==> config.mk <==
export PLATFORM = sky130hd
export DESIGN_NAME = svc_rv_perf_ctr_flat
export DESIGN_NICKNAME = d
export VERILOG_FILES = /design/src/rtl/svc_rv_perf_ctr_if.sv /design/src/rtl/svc_rv_perf_ctr.sv /design/src/flat_wrapper.sv
export SDC_FILE = /design/constraint.sdc
export NUM_CORES = 1
export LEC_CHECK = 0
export ABC_CLOCK_PERIOD_IN_PS = 2500
export BUFFER_PORTS_ARGS = -buffer_cell sky130_fd_sc_hd__buf_2
export CORE_MARGIN = 5
export CORE_UTILIZATION = 53
export CTS_CLUSTER_DIAMETER = 60
export DETAILED_ROUTE_END_ITERATION = 6
export PLACE_DENSITY = 0.86
export REMOVE_ABC_BUFFERS = 1
export SLEW_MARGIN = 40
export SYNTH_ARGS = -nofsm -noshare
export SYNTH_HDL_FRONTEND = slang
export SYNTH_SLANG_ARGS = --single-unit
==> constraint.sdc <==
create_clock -name clk -period 2.5 [get_ports clk]
set_clock_uncertainty 0.15 [all_clocks]
set_input_delay 0.125 -clock clk [delete_from_list [all_inputs] [get_ports clk]]
set_output_delay 0.125 -clock clk [all_outputs]
set_load 0.01 [all_outputs]
==> src/rtl/svc_rv_perf_ctr_if.sv <==
// CSR access port between the core's CSR stage and the performance-counter unit.
// The master issues read/write requests; the slave returns a registered read response.
interface svc_rv_perf_ctr_if #(
   parameter int XLEN = 32
);
   logic            csr_rd_en;
   logic            csr_wr_en;
   logic [11:0]     csr_addr;
   logic [XLEN-1:0] csr_wr_data;
   logic            csr_rd_valid;
   logic [XLEN-1:0] csr_rd_data;
   logic            csr_rd_err;

   modport master (
      output csr_rd_en,
      output csr_wr_en,
      output csr_addr,
      output csr_wr_data,
      input  csr_rd_valid,
      input  csr_rd_data,
      input  csr_rd_err
   );

   modport slave (
      input  csr_rd_en,
      input  csr_wr_en,
      input  csr_addr,
      input  csr_wr_data,
      output csr_rd_valid,
      output csr_rd_data,
      output csr_rd_err
   );
endinterface

==> src/rtl/svc_rv_perf_ctr.sv <==
// Cycle / instret / stall performance counters with a one-cycle registered CSR read
// port. Counting freezes for good on halt; only rst leaves the HALTED state.
//
// state   | meaning
// --------+-----------------------------------------------------------
// ST_RUN  | counters advance (subject to mcountinhibit)
// ST_HALT | ebreak seen; counters change only through CSR writes
module svc_rv_perf_ctr #(
   parameter int XLEN = 32
) (
   input  logic                 clk,
   input  logic                 rst,
   input  logic                 retire,
   input  logic                 stall,
   input  logic                 halt,
   output logic                 halted,
   svc_rv_perf_ctr_if.slave     csr
);
   localparam int CW = 2 * XLEN;

   localparam logic [11:0] A_CYCLE     = 12'hC00;
   localparam logic [11:0] A_CYCLEH    = 12'hC80;
   localparam logic [11:0] A_INSTRET   = 12'hC02;
   localparam logic [11:0] A_INSTRETH  = 12'hC82;
   localparam logic [11:0] A_STALL     = 12'hC03;
   localparam logic [11:0] A_STALLH    = 12'hC83;
   localparam logic [11:0] A_MCYCLE    = 12'hB00;
   localparam logic [11:0] A_MCYCLEH   = 12'hB80;
   localparam logic [11:0] A_MINSTRET  = 12'hB02;
   localparam logic [11:0] A_MINSTRETH = 12'hB82;
   localparam logic [11:0] A_MHPM3     = 12'hB03;
   localparam logic [11:0] A_MHPM3H    = 12'hB83;
   localparam logic [11:0] A_INHIBIT   = 12'h320;

   typedef enum logic {
      ST_RUN,
      ST_HALT
   } state_t;

   state_t state_q, state_d;
   logic   count_en;

   logic [CW-1:0] cyc_q, ins_q, stl_q;
   logic          inh_cy_q, inh_ir_q, inh_st_q;

   logic [XLEN-1:0] inhibit_rd;
   logic [XLEN-1:0] rd_mux;
   logic            rd_hit;

   logic            rd_valid_q;
   logic [XLEN-1:0] rd_data_q;
   logic            rd_err_q;

   logic wr_cyc_lo, wr_cyc_hi, wr_ins_lo, wr_ins_hi, wr_stl_lo, wr_stl_hi, wr_inh;
   logic inc_cyc, inc_ins, inc_stl;

   // ---------------------------------------------------------------- FSM
   always_ff @(posedge clk) begin
      if (rst) state_q <= ST_RUN;
      else     state_q <= state_d;
   end

   always_comb begin
      state_d  = state_q;
      count_en = 1'b0;
      halted   = 1'b0;
      case (state_q)
         ST_RUN: begin
            count_en = 1'b1;
            if (halt) state_d = ST_HALT;
         end
         ST_HALT: begin
            halted = 1'b1;
         end
         default: state_d = ST_RUN;
      endcase
   end

   // ---------------------------------------------------------------- write decode
   always_comb begin
      wr_cyc_lo = csr.csr_wr_en && (csr.csr_addr == A_MCYCLE);
      wr_cyc_hi = csr.csr_wr_en && (csr.csr_addr == A_MCYCLEH);
      wr_ins_lo = csr.csr_wr_en && (csr.csr_addr == A_MINSTRET);
      wr_ins_hi = csr.csr_wr_en && (csr.csr_addr == A_MINSTRETH);
      wr_stl_lo = csr.csr_wr_en && (csr.csr_addr == A_MHPM3);
      wr_stl_hi = csr.csr_wr_en && (csr.csr_addr == A_MHPM3H);
      wr_inh    = csr.csr_wr_en && (csr.csr_addr == A_INHIBIT);
   end

   // The halt cycle itself is still in ST_RUN, so it is counted.
   assign inc_cyc = count_en && !inh_cy_q;
   assign inc_ins = count_en && retire && !inh_ir_q;
   assign inc_stl = count_en && stall  && !inh_st_q;

   // A write to either half takes priority over the increment of that counter.
   function automatic logic [CW-1:0] ctr_next(
      input logic [CW-1:0]   cur,
      input logic            wr_lo,
      input logic            wr_hi,
      input logic [XLEN-1:0] wdata,
      input logic            inc
   );
      logic [CW-1:0] nxt;
      nxt = cur;
      if (wr_lo)      nxt = {cur[CW-1:XLEN], wdata};
      else if (wr_hi) nxt = {wdata, cur[XLEN-1:0]};
      else if (inc)   nxt = cur + {{(CW-1){1'b0}}, 1'b1};
      return nxt;
   endfunction

   // ---------------------------------------------------------------- counters
   always_ff @(posedge clk) begin
      if (rst) begin
         cyc_q    <= '0;
         ins_q    <= '0;
         stl_q    <= '0;
         inh_cy_q <= 1'b0;
         inh_ir_q <= 1'b0;
         inh_st_q <= 1'b0;
      end else begin
         cyc_q <= ctr_next(cyc_q, wr_cyc_lo, wr_cyc_hi, csr.csr_wr_data, inc_cyc);
         ins_q <= ctr_next(ins_q, wr_ins_lo, wr_ins_hi, csr.csr_wr_data, inc_ins);
         stl_q <= ctr_next(stl_q, wr_stl_lo, wr_stl_hi, csr.csr_wr_data, inc_stl);
         if (wr_inh) begin
            inh_cy_q <= csr.csr_wr_data[0];
            inh_ir_q <= csr.csr_wr_data[2];
            inh_st_q <= csr.csr_wr_data[3];
         end
      end
   end

   // ---------------------------------------------------------------- read port
   assign inhibit_rd = {{(XLEN-4){1'b0}}, inh_st_q, inh_ir_q, 1'b0, inh_cy_q};

   always_comb begin
      rd_mux = '0;
      rd_hit = 1'b1;
      case (csr.csr_addr)
         A_CYCLE,   A_MCYCLE:    rd_mux = cyc_q[XLEN-1:0];
         A_CYCLEH,  A_MCYCLEH:   rd_mux = cyc_q[CW-1:XLEN];
         A_INSTRET, A_MINSTRET:  rd_mux = ins_q[XLEN-1:0];
         A_INSTRETH, A_MINSTRETH: rd_mux = ins_q[CW-1:XLEN];
         A_STALL,   A_MHPM3:     rd_mux = stl_q[XLEN-1:0];
         A_STALLH,  A_MHPM3H:    rd_mux = stl_q[CW-1:XLEN];
         A_INHIBIT:              rd_mux = inhibit_rd;
         default:                rd_hit = 1'b0;
      endcase
   end

   // Samples pre-update state, so a same-cycle write or increment is not visible.
   always_ff @(posedge clk) begin
      if (rst) begin
         rd_valid_q <= 1'b0;
         rd_data_q  <= '0;
         rd_err_q   <= 1'b0;
      end else begin
         rd_valid_q <= csr.csr_rd_en;
         if (csr.csr_rd_en) begin
            rd_data_q <= rd_mux;
            rd_err_q  <= !rd_hit;
         end
      end
   end

   assign csr.csr_rd_valid = rd_valid_q;
   assign csr.csr_rd_data  = rd_data_q;
   assign csr.csr_rd_err   = rd_err_q;

endmodule

==> src/flat_wrapper.sv <==
// flat-port wrapper written by rule: the top's interface ports become plain ports
module svc_rv_perf_ctr_flat 
#(
   parameter int XLEN = 32
)
  (clk, rst, retire, stall, halt, halted, csr_csr_rd_en, csr_csr_wr_en, csr_csr_addr, csr_csr_wr_data, csr_csr_rd_valid, csr_csr_rd_data, csr_csr_rd_err);
  svc_rv_perf_ctr_if #(.XLEN(XLEN)) csr_i ();
  input  logic clk;
  input  logic rst;
  input  logic retire;
  input  logic stall;
  input  logic halt;
  output logic halted;
  input wire logic [$bits(csr_i.csr_rd_en)-1:0] csr_csr_rd_en;
  input wire logic [$bits(csr_i.csr_wr_en)-1:0] csr_csr_wr_en;
  input wire logic [$bits(csr_i.csr_addr)-1:0] csr_csr_addr;
  input wire logic [$bits(csr_i.csr_wr_data)-1:0] csr_csr_wr_data;
  output wire logic [$bits(csr_i.csr_rd_valid)-1:0] csr_csr_rd_valid;
  output wire logic [$bits(csr_i.csr_rd_data)-1:0] csr_csr_rd_data;
  output wire logic [$bits(csr_i.csr_rd_err)-1:0] csr_csr_rd_err;
  assign csr_i.csr_rd_en = csr_csr_rd_en;
  assign csr_i.csr_wr_en = csr_csr_wr_en;
  assign csr_i.csr_addr = csr_csr_addr;
  assign csr_i.csr_wr_data = csr_csr_wr_data;
  assign csr_csr_rd_valid = csr_i.csr_rd_valid;
  assign csr_csr_rd_data = csr_i.csr_rd_data;
  assign csr_csr_rd_err = csr_i.csr_rd_err;
  svc_rv_perf_ctr #(.XLEN(XLEN)) u_core (.clk(clk), .rst(rst), .retire(retire), .stall(stall), .halt(halt), .halted(halted), .csr(csr_i));
endmodule
# [Yosys cells after proc, flatten, opt, wreduce, memory -nomap -nowiden]
# Index checks and enable logic that the tools add are counted.
[totals] reg_bits=230 input_bits=51 output_inout_bits=35 wordCells=85
[op_classes] n_addsub=3 n_eq_ne=16 n_mux=15 bitwise=3 n_reduce_logical=35
[ops] op="$mux 64" n=6
[ops] op="$pmux 32 s7" n=1
[ops] op="$add 64x1->64 const B" n=3
[ops] op="$eq 12x12->1 const B" n=12
[ops] op="$mux 32" n=3
[ops] op="$reduce_or 13->1" n=1
[ops] op="$eq 12x10->1 const B" n=1
[ops] op="$logic_and 1x1->1" n=12
[ops] op="$reduce_and 2->1" n=6
[ops] op="$reduce_bool 2->1" n=6
[ops] op="$reduce_or 2->1" n=6
[ops] op="$ne 2x1->1 const B" n=3
[ops] op="$mux 1" n=5
[ops] op="$logic_not 1->1" n=4
[ops] op="$not 1->1" n=3

# [Logic depth before layout (Yosys ltp)]
[logic_depth] word_depth=6 depth_mapped=10 mapped_depth_nobuf=7

# [Least setup slack after synthesis]
# No wires, ideal clock.
[synth_timing] path_type="register to register" start="reg u_core.stl_q[13]" end="reg u_core.stl_q[57]" setup_ps=74 arrival_ps=2127 required_ps=2276 path_slack_ps=149 path_stages_with_launch=7 path_buffers=1 period_less_slack_ps=2351 path_cell_list="dfxtp_1 nand4_2 or3_1 or4_1 buf_2 or4_1 a31oi_1"
[synth_between] elab_chain_len=3
[synth_lines] item="start: declaration" line="svc_rv_perf_ctr.sv:43" text="logic [CW-1:0] cyc_q, ins_q, stl_q;"
[synth_lines] item="start signal: assignment" line="svc_rv_perf_ctr.sv:123" text="stl_q <= ctr_next(stl_q, wr_stl_lo, wr_stl_hi, csr.csr_wr_data, inc_stl);"
[synth_lines] item="$add 64x1->64" line="svc_rv_perf_ctr.sv:107" text="else if (inc) nxt = cur + {{(CW-1){1'b0}}, 1'b1};"
[synth_lines] item="$mux 64" line="svc_rv_perf_ctr.sv:107"
[synth_lines] item="$mux 64" line="svc_rv_perf_ctr.sv:106" text="else if (wr_hi) nxt = {wdata, cur[XLEN-1:0]};"
# Every way passes these cells. The select of a mux whose other input is x is not followed.
# A chain may end at the register's enable or synchronous reset.

# [Worst setup path after layout]
[layout_timing] start="reg u_core.stl_q[15]" end="reg u_core.stl_q[43]"
# Same word-level chain as after synthesis.

==> summary.md <==
| Metric | Value |
|---|---|
| Most Crowded Layer GR | `met2` |
| R2r setup slk | `~51 ps` |
| Root Buffer | `clkbuf_16` |
| Share of cells above drive strength 1 | `0.225` |
| Count leader, synth | `dfxtp_1` |
| Pwr/cell area | `~470 mW/mm^2` |
| Yosys top cell area share | `0.314` |
| Initial Utilization | `0.541` |
| Final setup margin | `~51 ps` |
| Antenna-violating nets left | `0` |
| Reg2reg start | `u_core.stl_q[15]` |
| Sequential area share after synthesis | `0.314` |
| Htree depth | `1` |
| Final setup fails | `0` |
| Yosys reg bits | `230` |
| Detailed Route Iter0 Violations | `3144` |
| Vias per cell | `7.04` |
| WHS Path Cells | `5` |
| Main synth FF type | `dfxtp_1` |
| TritonCTS clock tree | `yes` |
| Worst reg-to-reg path cell count | `6` |
| FF+latch area | `0.00461 sq mm` |
| Worst Setup End Kind | `flop` |
| CP max FO | `6` |
| Pwr Total | `0.00900 W` |
| Async SR Flop Fraction | `0` |
| Half-perimeter wire length after placement | `between 50 and 60 mm` |
| Rel. slew slack | `0.409` |
| Final-report hold violation count | `0` |
| Clock sinks | `230` |
| Die ar. | `0.0311 sq mm` |
| Met3 GRT Util | `0.146` |
| GPL Wtd Cong | `1.08` |
| GRT Total Usage | `0.453` |
| Commonest cells in the synthesized netlist | `dfxtp_1 (230), nand2_1 (175), nor2_1 (158)` |
| Final core utilization | `0.699` |
| GR Layer Usage met1 | `0.592` |
| Routing usage on met2 | `0.645` |
| Clk_lat worst skew | `560 ps` |
| Pre-CTS WS | `-21.6 ps` |
| Vias in the first global route | `17.0k` |
| First-pass DRT Iterations | `7` |
| Drt wl/cell | `28.1 um` |
| Leak | `6.99 nW` |
| Port Buffers | `85` |
| Max Freq | `408 MHz` |
| Synth Cell Area | `0.0147 sq mm` |
| Worst EP required | `2800 ps` |
| Worst Hold Class | `in -> reg` |
| Worst Setup SP | `u_core.stl_q[15]` |
| Die H | `176 um` |
| Via count | `18.4k` |
| Failing checks | `DRC` |
| Nets | `2267` |
| Largest net degree at the start of global routing | `64` |
| Reg-to-Reg End | `u_core.stl_q[43]` |
| CP Data Arrival Time | `2750 ps` |
| Io pins | `86` |
| Clock slew at reported path FFs | `60 ps` |
| Core Region | `about 0.027 sq mm` |
| Die W | `roughly 180 um` |
| Total congestion overflow | `0` |
| Final Cycle Share | `0.980` |
| Synth-to-Final Area Change | `29.3%` |
| Number of fillers in the final layout | `about 2.2k` |
| Synth area leader | `dfxtp_1` |
| Drc violations | `28` |
| Status | `complete, but fails checks` |
| Final Max Slew Viols | `0` |
| Synth cell types | `78` |
| Global-route wire length before repair | `about 110 mm` |
| Worst IR drop on VDD | `0.729 mV` |
| Multi-input logic area | `0.00958 sq mm` |
| Synth top area cells | `dfxtp_1 (31%), nand2_1 (4.5%), a21oi_1 (4.3%)` |
| CTS Buf Count | `29` |
| Period minus WS final | `2450 ps` |
| Max-cap violations | `0` |
| Syn Inst Count | `1903` |
| Mean post-synth cell area | `7.71 sq um` |
| Post-Route WL | `73.3 mm` |
| Ys Warns | `0` |
| Worst-margin pin slew | `883 ps` |
| Hold EP | `u_core.stl_q[16]` |
| Max Buffers Root-to-Sink | `3` |
| Number of flops mapped to enable cells by yosys | `0` |
| Worst Hold Launch | `stall` |
| CP Class | `reg -> reg` |
| Initial antenna violation count | `1` |
| Startpoint Class | `flop` |
| Site row count | `60` |
-- worst max-delay path: stages, from the launching register on --
cell and delay (ps):
dfxtp_1 360, nand4_2 160, or3_4 420, or4_1 590, nor3_1 270, o21ai_0 110, a32o_1 260
-- per-layer routing --
| metal | vias up | wire length (um) |
|---|---|---|
| met1 | 8559 | 27000 |
| met3 | 355 | 11100 |
| met4 | 0 | 5860 |
| met2 | 1565 | 29400 |
| met5 | - | 0 |
| li1 | 7885 | - |
-- how the worst max path moves through the flow --
stage                             to  slack [ps]  cells after the start
finish              u_core.stl_q[43]          50                      6
detailed placement  u_core.stl_q[28]         -20                      7
floorplan           u_core.stl_q[48]       -2220                      5
global placement    u_core.stl_q[22]        -100                      7
CTS                 u_core.ins_q[63]          50                      6
global route        u_core.ins_q[63]          -6                      6
-- flip-flops by register name, summed over array words and instances (netlist names) --
name,cells
u_core.cyc_q,64
u_core.ins_q,64
u_core.state_q,1
u_core.csr.csr_rd_data,32
u_core.inh_cy_q,1
u_core.csr.csr_rd_valid,1
u_core.inh_st_q,1
u_core.stl_q,64
u_core.inh_ir_q,1
u_core.csr.csr_rd_err,1
-- logic make-up (layout without fill, tap and decap cells) --
group           count (synthesis)  after routing  synth area share
compound gates                557            557             0.248
xor+xnor                       91             91            0.0544
fa+ha+maj                       3              3           0.00256
buf+inv                       160            491            0.0437
flops                         230            230             0.314
mux                            57             57            0.0393
other cells                     0              4                 0
simple gates                  805            805             0.298
-- layout make-up --
| cell class | instances | share of cell area |
|---|---|---|
| tap | 372 | 0.0246 |
| clock buffer | 36 | 0.0428 |
| clock inverter | 16 | 0.0109 |
| antenna | 4 | 0.000528 |
| multi-input combinational | 1513 | 0.505 |
| inverter | 17 | 0.00337 |
| sequential | 230 | 0.243 |
| timing repair buffer | 422 | 0.169 |
-- power breakdown --
group	switching [W]	internal (W)
registers	0.0000107	0.00368
clock network	0.00177	0.00272
logic	0.000564	0.000251
total	0.00235	0.00665
-- cell usage in the layout (no fill, tap or decap), types with 61 or more instances in the layout --
cell type,synthesis,layout
a22oi_1,61,61
dfxtp_1,230,229
nand3_1,112,109
o21ai_0,122,122
a21oi_1,127,127
buf_2,29,84
nor2_1,158,156
buf_4,1,289
nand2_1,175,173
nand4_1,70,70
-- what timing repair did --
item                                   in CTS  in global routing
endpoints found under the hold margin     178                  0
pin swaps                                   0                  7
hold buffers                               36                  0
setup buffers                               0                  6
setup endpoints to repair                   7                 34
gates resized for setup                     3                 20
-- through the flow --
stage          setup TNS (ps)  instances  hold slack, ps  area (sq um)
6_report                    0       2610            5.73         19000
3_5_place_dp            -35.6       2512             222         17400
5_1_grt                 -6.13       2606            28.4         18900
2_1_floorplan         -261180       1760            41.7         14100
3_3_place_gp             -345       2512             261         17400
4_1_cts                     0       2600            64.5         18800
Power figures use the tool's default switching activity.
